==> config.mk <==
export PLATFORM = sky130hd
export DESIGN_NAME = adc_seq_arbiter
export DESIGN_NICKNAME = d
export VERILOG_FILES = /design/src/rtl/adc_seq_arbiter.sv
export SDC_FILE = /design/constraint.sdc
export NUM_CORES = 1
export LEC_CHECK = 0
export BUFFER_PORTS_ARGS = -buffer_cell sky130_fd_sc_hd__buf_2
export CAP_MARGIN = 40
export CORE_AREA = 2 2 75 77
export DETAILED_ROUTE_END_ITERATION = 8
export DIE_AREA = 0 0 77 79
export GPL_ROUTABILITY_DRIVEN = 0
export GPL_TIMING_DRIVEN = 0
export PLACE_DENSITY_LB_ADDON = 0.2
export SLEW_MARGIN = 5
export SYNTH_ARGS = -nofsm -noshare
export SYNTH_HDL_FRONTEND = slang
export SYNTH_SLANG_ARGS = --single-unit
==> constraint.sdc <==
create_clock -name clock -period 2.64 [get_ports clock]
set_input_delay 0.528 -clock clock [delete_from_list [all_inputs] [get_ports clock]]
set_output_delay 0.528 -clock clock [all_outputs]
set_load 0.005 [all_outputs]
==> src/rtl/adc_seq_arbiter.sv <==
// Round-robin arbiter sharing one modular-ADC command/response port between
// NUM_REQ requesters, with response channel matching and a WAIT-state timeout.
module adc_seq_arbiter #(
    parameter int NUM_REQ = 4,
    parameter int TIMEOUT = 1000
) (
    input  logic                   clock,
    input  logic                   aclr,
    input  logic [NUM_REQ-1:0]     req,
    input  logic [5*NUM_REQ-1:0]   req_channel,
    output logic [NUM_REQ-1:0]     grant,
    output logic [NUM_REQ-1:0]     done,
    output logic [11:0]            sample,
    output logic                   err,
    output logic                   busy,
    output logic                   cmd_valid,
    output logic [4:0]             cmd_channel,
    input  logic                   cmd_ready,
    input  logic                   rsp_valid,
    input  logic [4:0]             rsp_channel,
    input  logic [11:0]            rsp_data
);

    localparam int IW = (NUM_REQ > 1) ? $clog2(NUM_REQ) : 1;
    localparam int CW = $clog2(TIMEOUT + 1);
    localparam logic [CW-1:0]      CNT_LAST = CW'(TIMEOUT - 1);
    localparam logic [IW:0]        NREQ_W   = (IW + 1)'(NUM_REQ);
    localparam logic [IW-1:0]      LAST_REQ = IW'(NUM_REQ - 1);
    localparam logic [NUM_REQ-1:0] ONE_HOT0 = NUM_REQ'(1);

    typedef enum logic [1:0] {
        IDLE,
        CMD,
        WAIT,
        RELEASE
    } state_t;

    state_t         state;
    logic [IW-1:0]  ptr;
    logic [IW-1:0]  owner;
    logic [4:0]     chan_q;
    logic [CW-1:0]  cnt;

    logic           pick_valid;
    logic [IW-1:0]  pick_idx;
    logic [IW:0]    scan_idx;
    logic [4:0]     pick_chan;

    // Scan requesters starting at the pointer, wrapping, and take the first one asserted.
    always_comb begin
        pick_valid = 1'b0;
        pick_idx   = '0;
        scan_idx   = '0;
        for (int k = 0; k < NUM_REQ; k++) begin
            scan_idx = {1'b0, ptr} + (IW + 1)'(k);
            if (scan_idx >= NREQ_W) begin
                scan_idx = scan_idx - NREQ_W;
            end
            if (!pick_valid && req[scan_idx[IW-1:0]]) begin
                pick_valid = 1'b1;
                pick_idx   = scan_idx[IW-1:0];
            end
        end
        pick_chan = req_channel[5*int'(pick_idx) +: 5];
    end

    assign busy = (state != IDLE);

    always_ff @(posedge clock or posedge aclr) begin
        if (aclr) begin
            state       <= IDLE;
            ptr         <= '0;
            owner       <= '0;
            chan_q      <= '0;
            cnt         <= '0;
            grant       <= '0;
            done        <= '0;
            sample      <= '0;
            err         <= 1'b0;
            cmd_valid   <= 1'b0;
            cmd_channel <= '0;
        end else begin
            done <= '0;
            err  <= 1'b0;
            case (state)
                IDLE: begin
                    if (pick_valid) begin
                        owner       <= pick_idx;
                        grant       <= ONE_HOT0 << pick_idx;
                        chan_q      <= pick_chan;
                        cmd_valid   <= 1'b1;
                        cmd_channel <= pick_chan;
                        state       <= CMD;
                    end
                end
                CMD: begin
                    if (cmd_ready) begin
                        cmd_valid   <= 1'b0;
                        cmd_channel <= '0;
                        cnt         <= '0;
                        state       <= WAIT;
                    end
                end
                WAIT: begin
                    // A matching response on the timeout edge still counts as a success.
                    if (rsp_valid && (rsp_channel == chan_q)) begin
                        sample <= rsp_data;
                        done   <= grant;
                        state  <= RELEASE;
                    end else if (cnt == CNT_LAST) begin
                        sample <= 12'hFFF;
                        err    <= 1'b1;
                        done   <= grant;
                        state  <= RELEASE;
                    end else begin
                        cnt <= cnt + 1'b1;
                        if (rsp_valid) begin
                            err <= 1'b1;
                        end
                    end
                end
                RELEASE: begin
                    grant <= '0;
                    ptr   <= (owner == LAST_REQ) ? '0 : owner + 1'b1;
                    cnt   <= '0;
                    state <= IDLE;
                end
                default: begin
                    state <= IDLE;
                end
            endcase
        end
    end

endmodule

==> results.toml, run 1 <==
[worst_setup_path]
worstSetupPathType = "register to output port"
end_kind = "output port"
required_ns = 2.11
cp.arrival_ns = 1.48
path_max_fanout = 9
start_kind = "register"

[power_and_ir_drop]
p_total_w = 0.003124
p_leak_nw = 1.496
vdd_drop_max_uv = 454.2
p_per_area_nw_per_um2 = 957.7

[place]
placed_area_um2 = 3124
port_buffers = 72
dp_hpwl_um = 4751

[worst_hold_path]
hold_path_class = "input port to asynchronous set/reset pin"

[clock_tree]
postCtsSetupRepairBufs = 0
clkTransAtPathRegs_ns = 0.10
numCtsBuffers = 5
clk_path_buf_depth = 2
htreeDepth = 2
clock-sinks = 48
cts_tree = "yes"
cts_hold_buf = 0
postCtsResizedCells = 0
insertion_delay_ns = 0.31
cts-root-buf = "clkbuf_8"

[floorplan]
rows = 27
coreArea_um2 = 5338
die_y_um = 79
io_pins = 73
die-area_um2 = 6083
start_util_pct = 49.62
die_x_um = 77

[run_status]
status = "completed"

[sta]
fmax_mhz = 496.9
finalSetupViolations = 0
slew_viol_final = 0
tns_ns = 0
fin_crit_sh_pct = 76.22
rsz0062_at_grt = "false"
tightest_slew_ns = 0.5745
min_period_ns = 2.012
finClkSkew_ns = 0.01142
slew_headroom_pct = 61.34
hold_viol = 0

[layout]
area_delta_synth_final_pct = 23.15
final_nets = 406
drive_gt1_share_pct = 31.27
fillers = 517
design_area_um2 = 3262
num_antenna_cells = 0
fin_util_pct = 61.11

[job]
drv_cap = 0

[global_routing]
grt_max_degree = 30
grt_pass1_vias = 2309
grt_pass1_wl_um = 10960
grt.total_usage_pct = 22.39
antenna_found_initial = 0
grt.overflow.total = 0

[logic_synthesis]
syn-cell-area_um2 = 2649
ys.flop_type = "dfrtp_1"
synth.avg_cell_area_um2 = 9.703
ys_warn_count = 0
synth_area_leaders = "dfrtp_1 45%, nand2_1 4.7%, o22a_1 4.0%"
synth-edff-count = 0
netlist_instances = 273
synth_area_leader_cell = "dfrtp_1"
ys_types = 57
yosysSeqAreaShare_pct = 45.35
synthArstFlopShare_pct = 100.0
synth_fp_nets = 325
ys_seq_elements = 48
yosysMostFrequentCell = "dfrtp_1"
ys_top_cells_by_count = "48 x dfrtp_1, 33 x nand2_1, 19 x nand3_1, 19 x o21ai_0, 15 x and2_1"
synth_top_area_share_pct = 45.35

[drt]
routed_wl_um = 6313
drtAntennaViolNets = 0
drc = 0
drt-initial-drc-count = 125
vias = 2406
dr.pass1.iters = 5
vias_per_cell = 5.635
detail_route.wl_per_cell_um = 14.78
## layout make-up
type,instances,area [um^2],area share (%)
plain buffers,12,55.05,1.688
repair buffers,74,385.4,11.81
well taps,72,90.09,2.762
inverters,10,37.54,1.151
multi-input cells,203,1355,41.54
clock buffers,5,68.82,2.110
flip-flops and latches,48,1201,36.82
clock inverters,3,68.82,2.110
## power breakdown
part,switching (W),leakage [nW],internal [W]
Clock,0.000270,0.0687,0.000381
Combinational,0.000741,0.844,0.000606
Sequential,0.000162,0.583,0.000964
## critical path: stages (launching register included)
cell and delay (ns):
dfrtp_1 0.41, inv_1 0.11, ha_1 0.20, clkbuf_2 0.16
inv_1 0.16, buf_2 0.14
## cell usage in the layout, fill, tap and decap left out, types with 6 or more instances in the layout
cell type	netlist	layout
and2_1	15	15
buf_2	2	75
clkbuf_1	6	6
dfrtp_1	48	48
ha_1	7	7
inv_1	10	9
nand2_1	33	33
nand3_1	19	19
nor2_1	6	6
o21ai_0	19	19
o22a_1	12	12
o31ai_1	7	7
## kinds of logic after synthesis
| group | after synthesis | share of synthesized area, % |
|---|---|---|
| buffers and inverters | 22 | 3.496 |
| and+or+nand+nor | 116 | 23.90 |
| AOI/OAI and AO/OA | 71 | 20.69 |
| muxes | 4 | 1.606 |
| adders and majority gates | 7 | 3.306 |
| DFF | 48 | 45.35 |
| xor gates and xnor gates | 5 | 1.653 |
## through the flow
step	worst slack (ns)	hold WS (ns)	std cells
floorplan	0.8027	0.4574	273
global placement	0.3176	0.4660	417
detailed placement	0.5385	0.4719	419
CTS	0.6109	0.2184	427
global route	0.4193	0.2275	427
finish	0.6277	0.2042	427
## worst paths after layout
path                        startpoint   endpoint  slack (ns)  cells past startpoint
min reg2reg                  sample[9]  sample[9]        0.49                      1
min                               aclr    done[1]        0.20                      2
max in group asynchronous         aclr     cnt[1]        1.92                      3
max reg2reg                     cnt[0]     cnt[5]        0.63                      7
min in group clock         rsp_data[7]  sample[7]        0.45                      2
max                           state[0]       busy        0.63                      5
## state kept, by name, indices dropped and copies added (netlist names)
name         cells
done             4
grant            4
cmd_valid        1
owner            2
cnt             10
sample          12
state            2
err              1
cmd_channel      5
ptr              2
chan_q           5
## layer usage
metal / vias to the layer above / share of wire, % / global-route usage, %
met3: 6 / 5.9 / 4.432
met2: 73 / 48 / 38.60
li1: 1166 / - / -
met5: - / 0 / 0
met4: 0 / 0.84 / 4.821
met1: 1161 / 45 / 29.50
No activity file was read; power rests on OpenSTA's default activity.
==> inputs of run 2 (changes only) <==
- ABC_AREA: default -> 1
- CORE_AREA: 2 2 75 77 -> 2 2 80 82
- DIE_AREA: 0 0 77 79 -> 0 0 82 84
- clock period: 2.64 -> 1.7 ns (I/O delays scaled with it)
==> results.toml, run 2 <==
[run_status]
status = "finished, violations left"
violations = "negative setup slack"

[drt]
vias = 2768
routed_wl_um = 7096
dr.pass1.iters = 4
wl_met1_um = 2981
wl_met2_um = 3675
routed-wl-met3_um = 287
drc = 0
drtAntennaViolNets = 0
drt-initial-drc-count = 118
detail_route.wl_per_cell_um = 12.65
vias_per_cell = 4.934
highest_layer = "met4"

[logic_synthesis]
ys_types = 30
synth_area_leaders = "dfrtp_1 43%, nand2_1 19%, o21ai_0 5.4%"
synth_area_leader_cell = "dfrtp_1"
netlist_instances = 374
synth_fp_nets = 426
synth_top_area_share_pct = 43.03
synthArstFlopShare_pct = 100.0
yosysMostFrequentCell = "nand2_1"
ys_warn_count = 0
ys_top_cells_by_count = "138 x nand2_1, 48 x dfrtp_1, 34 x inv_1"
ys_seq_elements = 48
yosysSeqAreaShare_pct = 43.03
synth-edff-count = 0
ys.flop_type = "dfrtp_1"
syn-cell-area_um2 = 2791
synth.avg_cell_area_um2 = 7.464

[sta]
timing.final.ws_setup_ns = -0.1292
whs_ns = 0.06946
finClkSkew_ns = 0.008521
fin_crit_sh_pct = 107.6
slew_headroom_pct = 64.45
min_period_ns = 1.829
hold_viol = 0
rsz0062_at_grt = "true"
slew_viol_final = 0
finalSetupViolations = 26
tightest_slew_ns = 0.5325
fmax_mhz = 546.7

[worst_setup_path]
slowest_stage = "dfrtp_2"
ff2ff_path_depth = 13
r2r_setup_slack_ns = -0.13
critPathLaunch = "ptr[0]"
critical_path_depth = 13
crit_family = "simple AND/OR/NAND/NOR gates"
endpoint = "grant[3]"
crit_top_cell = "nand2_2"
required_ns = 1.87
reg2reg_to = "grant[3]"
start_kind = "register"
worstSetupPathType = "register to register"
cp_num_buf_inv = 4
worst_r2r_startpoint = "ptr[0]"
path_cells = "buf_8, nand2_2, nand2_2, nand2_1, nand2_2, a21oi_2, nand2_2, nand2_4, buf_8, buf_4, inv_2, nand2_1, o22ai_1"
max_stage_delay_ns = 0.47
cp.arrival_ns = 2.00
path_max_fanout = 8
end_kind = "register"

[power_and_ir_drop]
p_leak_nw = 2.136
p_per_area_nw_per_um2 = 1805
power.switching_w = 0.003332
seq_power_share_pct = 24.4
p_int_w = 0.003919
power_frac_comb_pct = 65.6
vdd_drop_max_uv = 1220
p_clk_share_pct = 10.0
swShare_pct = 45.95

[clock_tree]
cts_hold_buf = 0
cts-root-buf = "clkbuf_8"
clkTransAtPathRegs_ns = 0.09
htreeDepth = 2
clk_path_buf_depth = 2
insertion_delay_ns = 0.30
clock-sinks = 48
cts_tree = "yes"
numCtsBuffers = 5

[layout]
fillers = 513
top_regs = "sample x12, cnt x10"
area_delta_synth_final_pct = 43.88
num_antenna_cells = 0
final_nets = 536
most-common-layout-cells = "88 x nand2_1, 72 x buf_2, 49 x nand2_2"
drive_gt1_share_pct = 48.55
multiInputGateArea_um2 = 1700
seq_area_um2 = 1204
layout_commonest_cell = "nand2_1"
fin_util_pct = 65.89
largest_reg_flops = 12
regMostFlops = "sample"

[global_routing]
grt_pass1_vias = 2453
grt.total_usage_pct = 19.54
grt_max_degree = 26
antenna_found_initial = 0
grt_pass1_wl_um = 10630
grt.overflow.total = 0

[place]
dp_hpwl_um = 4538
port_buffers = 72

[floorplan]
die_x_um = 82
die-area_um2 = 6888
coreArea_um2 = 6096
io_pins = 73
die_y_um = 84
start_util_pct = 45.79
rows = 29

[worst_hold_path]
hold_path_class = "input port to asynchronous set/reset pin"

[job]
drv_cap = 0
[run 2: cell count changes after synthesis, moves of 6 or more]
cell | previous run | this run
o31ai_1 | 7 | 1
and2_1 | 15 | 0
nand2_2 | 0 | 13
o22a_1 | 12 | 0
nand2_1 | 33 | 138
nor2_1 | 6 | 24
o21ai_0 | 19 | 30
xor2_1 | 1 | 8
inv_1 | 10 | 34
[run 2: through the flow]
step                      std cells  TNS [ns]  worst slack [ns]  total power (W)  area, um^2
after floorplan                 374         0         0.0007638         0.004243        2791
after global placement          523    -28.65           -0.4214         0.005031        3248
after detailed placement        524    -10.19           -0.3971         0.005096        3268
after CTS                       548    -1.521           -0.1300         0.006185        3560
after global routing            561    -5.847           -0.2600         0.007884        4016
final                           561    -1.908           -0.1292         0.007251        4016
[run 2: worst min-delay path by stage]
stage / end / cells after the start / from
finish: err / 2 / aclr
global route: err / 2 / aclr
CTS: err / 2 / aclr
detailed placement: sample[2] / 2 / aclr
global placement: sample[2] / 2 / sample[2]
floorplan: chan_q[0] / 2 / chan_q[0]
[run 2: layer usage]
metal,up-vias,track usage [%]
met3,13,2.597
met5,-,0
met2,70,32.82
met4,0,6.970
li1,1395,-
met1,1290,25.31
[run 2: final cells by class]
| cell class | instances | share of cell area [%] |
|---|---|---|
| Timing Repair Buffer | 104 | 15.92 |
| Buffer | 11 | 3.333 |
| Sequential cell | 48 | 29.97 |
| Multi-Input combinational cell | 277 | 42.34 |
| Tap cell | 77 | 2.399 |
| Inverter | 37 | 3.645 |
| Clock buffer | 7 | 2.399 |
[run 2: logic make-up after synthesis]
group / after synthesis / share of synthesized area (%)
AO/OA/AOI/OAI: 41 / 8.023
XOR/XNOR: 9 / 2.824
adder cells (fa/ha/maj): 7 / 3.137
buffers and inverters: 49 / 7.575
flip-flops: 48 / 43.03
AND/OR/NAND/NOR: 220 / 35.41
[run 2: timing repair]
item / CTS / global route
buffers inserted: 17 / 10
pin swaps: 20 / 31
resized for setup: 27 / 140
setup endpoints to repair: 43 / 47
cloned: 1 / 3
[run 2: power groups by stage]
stage | clock network (W) | registers, W | logic (W)
global placement | 0 | 0.00175 | 0.00328
floorplan | 0 | 0.00175 | 0.00249
detailed placement | 0 | 0.00175 | 0.00335
global route | 0.000791 | 0.00182 | 0.00528
CTS | 0.000737 | 0.00173 | 0.00372
finish | 0.000723 | 0.00177 | 0.00476
==> inputs of run 3 (changes only) <==
- RECOVER_POWER: default -> 25
==> results.toml, run 3 (synthesis gave the netlist of run 2 again) <==
[layout]
layout_commonest_cell = "nand2_1"
area_delta_synth_final_pct = 43.88
top_regs = "sample x12, cnt x10"
num_antenna_cells = 0
drive_gt1_share_pct = 48.35
final_nets = 536
regMostFlops = "sample"
largest_reg_flops = 12
design_area_um2 = 4016
fillers = 513
most-common-layout-cells = "88 x nand2_1, 72 x buf_2, 49 x nand2_2"

[drt]
drtAntennaViolNets = 0
dr.pass1.iters = 4
detail_route.wl_per_cell_um = 12.66
drt-initial-drc-count = 115
vias_per_cell = 4.932
routed_wl_um = 7104
vias = 2767
drc = 0

[power_and_ir_drop]
p_total_w = 0.007252
seq_power_share_pct = 24.4
vdd_drop_max_uv = 1220
p_per_area_nw_per_um2 = 1806
power.switching_w = 0.003333
p_leak_nw = 2.137
p_int_w = 0.003919
power_frac_comb_pct = 65.6
swShare_pct = 45.96
p_clk_share_pct = 10.0

[worst_setup_path]
crit_top_cell = "nand2_2"
required_ns = 1.87
critical_path_depth = 13
end_kind = "register"
worst_r2r_startpoint = "ptr[0]"
crit_family = "simple AND/OR/NAND/NOR gates"
worstSetupPathType = "register to register"
cp.arrival_ns = 2.00
slowest_stage = "dfrtp_2"
max_stage_delay_ns = 0.47
ff2ff_path_depth = 13
r2r_setup_slack_ns = -0.13
path_cells = "buf_8, nand2_2, nand2_2, nand2_1, nand2_2, a21oi_2, nand2_2, nand2_4, buf_8, buf_4, inv_2, nand2_1, o22ai_1"
path_max_fanout = 8
cp_num_buf_inv = 4
start_kind = "register"
reg2reg_to = "grant[3]"

[floorplan]
rows = 29
start_util_pct = 45.79
die_x_um = 82
io_pins = 73
coreArea_um2 = 6096
die_y_um = 84
die-area_um2 = 6888

[sta]
rsz0062_at_grt = "true"
hold_viol = 0
tightest_slew_ns = 0.9582
min_period_ns = 1.829
timing.final.ws_setup_ns = -0.1291
finClkSkew_ns = 0.008611
slew_viol_final = 0
finalSetupViolations = 26
fmax_mhz = 546.7
slew_headroom_pct = 36.05
fin_crit_sh_pct = 107.6

[clock_tree]
cts_tree = "yes"
clock-sinks = 48
clkTransAtPathRegs_ns = 0.09
numCtsBuffers = 5
cts-root-buf = "clkbuf_8"
cts_hold_buf = 0
htreeDepth = 2
insertion_delay_ns = 0.30
clk_path_buf_depth = 2

[run_status]
violations = "negative setup slack"
status = "finished, violations left"

[job]
drv_cap = 0

[global_routing]
grt.overflow.total = 0
antenna_found_initial = 0
grt_pass1_wl_um = 10630
grt_pass1_vias = 2453
grt_max_degree = 26
grt.total_usage_pct = 19.54

[place]
placed_area_um2 = 3268
dp_hpwl_um = 4538
port_buffers = 72

[worst_hold_path]
hold_path_class = "input port to asynchronous set/reset pin"
[run 3: per-layer routing]
metal  routed length (um)  up-vias  track usage, %
met3                  298       16           2.597
met5                    0        -               0
met1                 2969     1287           25.31
li1                     -     1395               -
met4                  160        0           6.970
met2                 3675       69           32.82
[run 3: power groups by stage]
stage          clock [W]  combinational (W)  sequential, W
2_1_floorplan          0            0.00249        0.00175
3_3_place_gp           0            0.00328        0.00175
3_5_place_dp           0            0.00335        0.00175
4_1_cts         0.000737            0.00372        0.00173
5_1_grt         0.000791            0.00528        0.00182
6_report        0.000723            0.00476        0.00177
[run 3: cell type report]
class                      count  area (um^2)  area share (%)
clock buffer                   7        96.34           2.399
timing repair buffer         104        639.4           15.92
buffer                        11        133.9           3.333
inverter                      37        146.4           3.645
tap                           77        96.34           2.399
multi-input combinational    277         1700           42.34
sequential                    48         1204           29.97
[run 3: worst max-delay path by stage]
stage | to | slack (ns) | startpoint
final | grant[3] | -0.13 | ptr[0]
after global routing | chan_q[0] | -0.26 | ptr[0]
after CTS | cmd_channel[0] | -0.13 | ptr[0]
after detailed placement | sample[9] | -0.40 | cnt[0]
after global placement | cmd_channel[3] | -0.42 | aclr
after floorplan | sample[10] | 0.0008 | cnt[0]
[run 3: what timing repair did]
item / in CTS / in global routing
gates cloned: 1 / 3
buffers inserted: 17 / 10
endpoints found under the setup margin: 43 / 47
pin swaps: 20 / 31
gates resized for setup: 27 / 140
[run 3: stage by stage]
step	worst slack, ns	TNS, ns	hold slack [ns]	util, %	cells
6_report	-0.1291	-1.881	0.2451	65.89	561
5_1_grt	-0.2600	-5.847	0.2915	65.89	561
4_1_cts	-0.1300	-1.521	0.08592	58.39	548
3_5_place_dp	-0.3971	-10.19	0.4131	53.61	524
3_3_place_gp	-0.4214	-28.65	0.4632	53.28	523
2_1_floorplan	0.0007638	0	0.4489	-	374
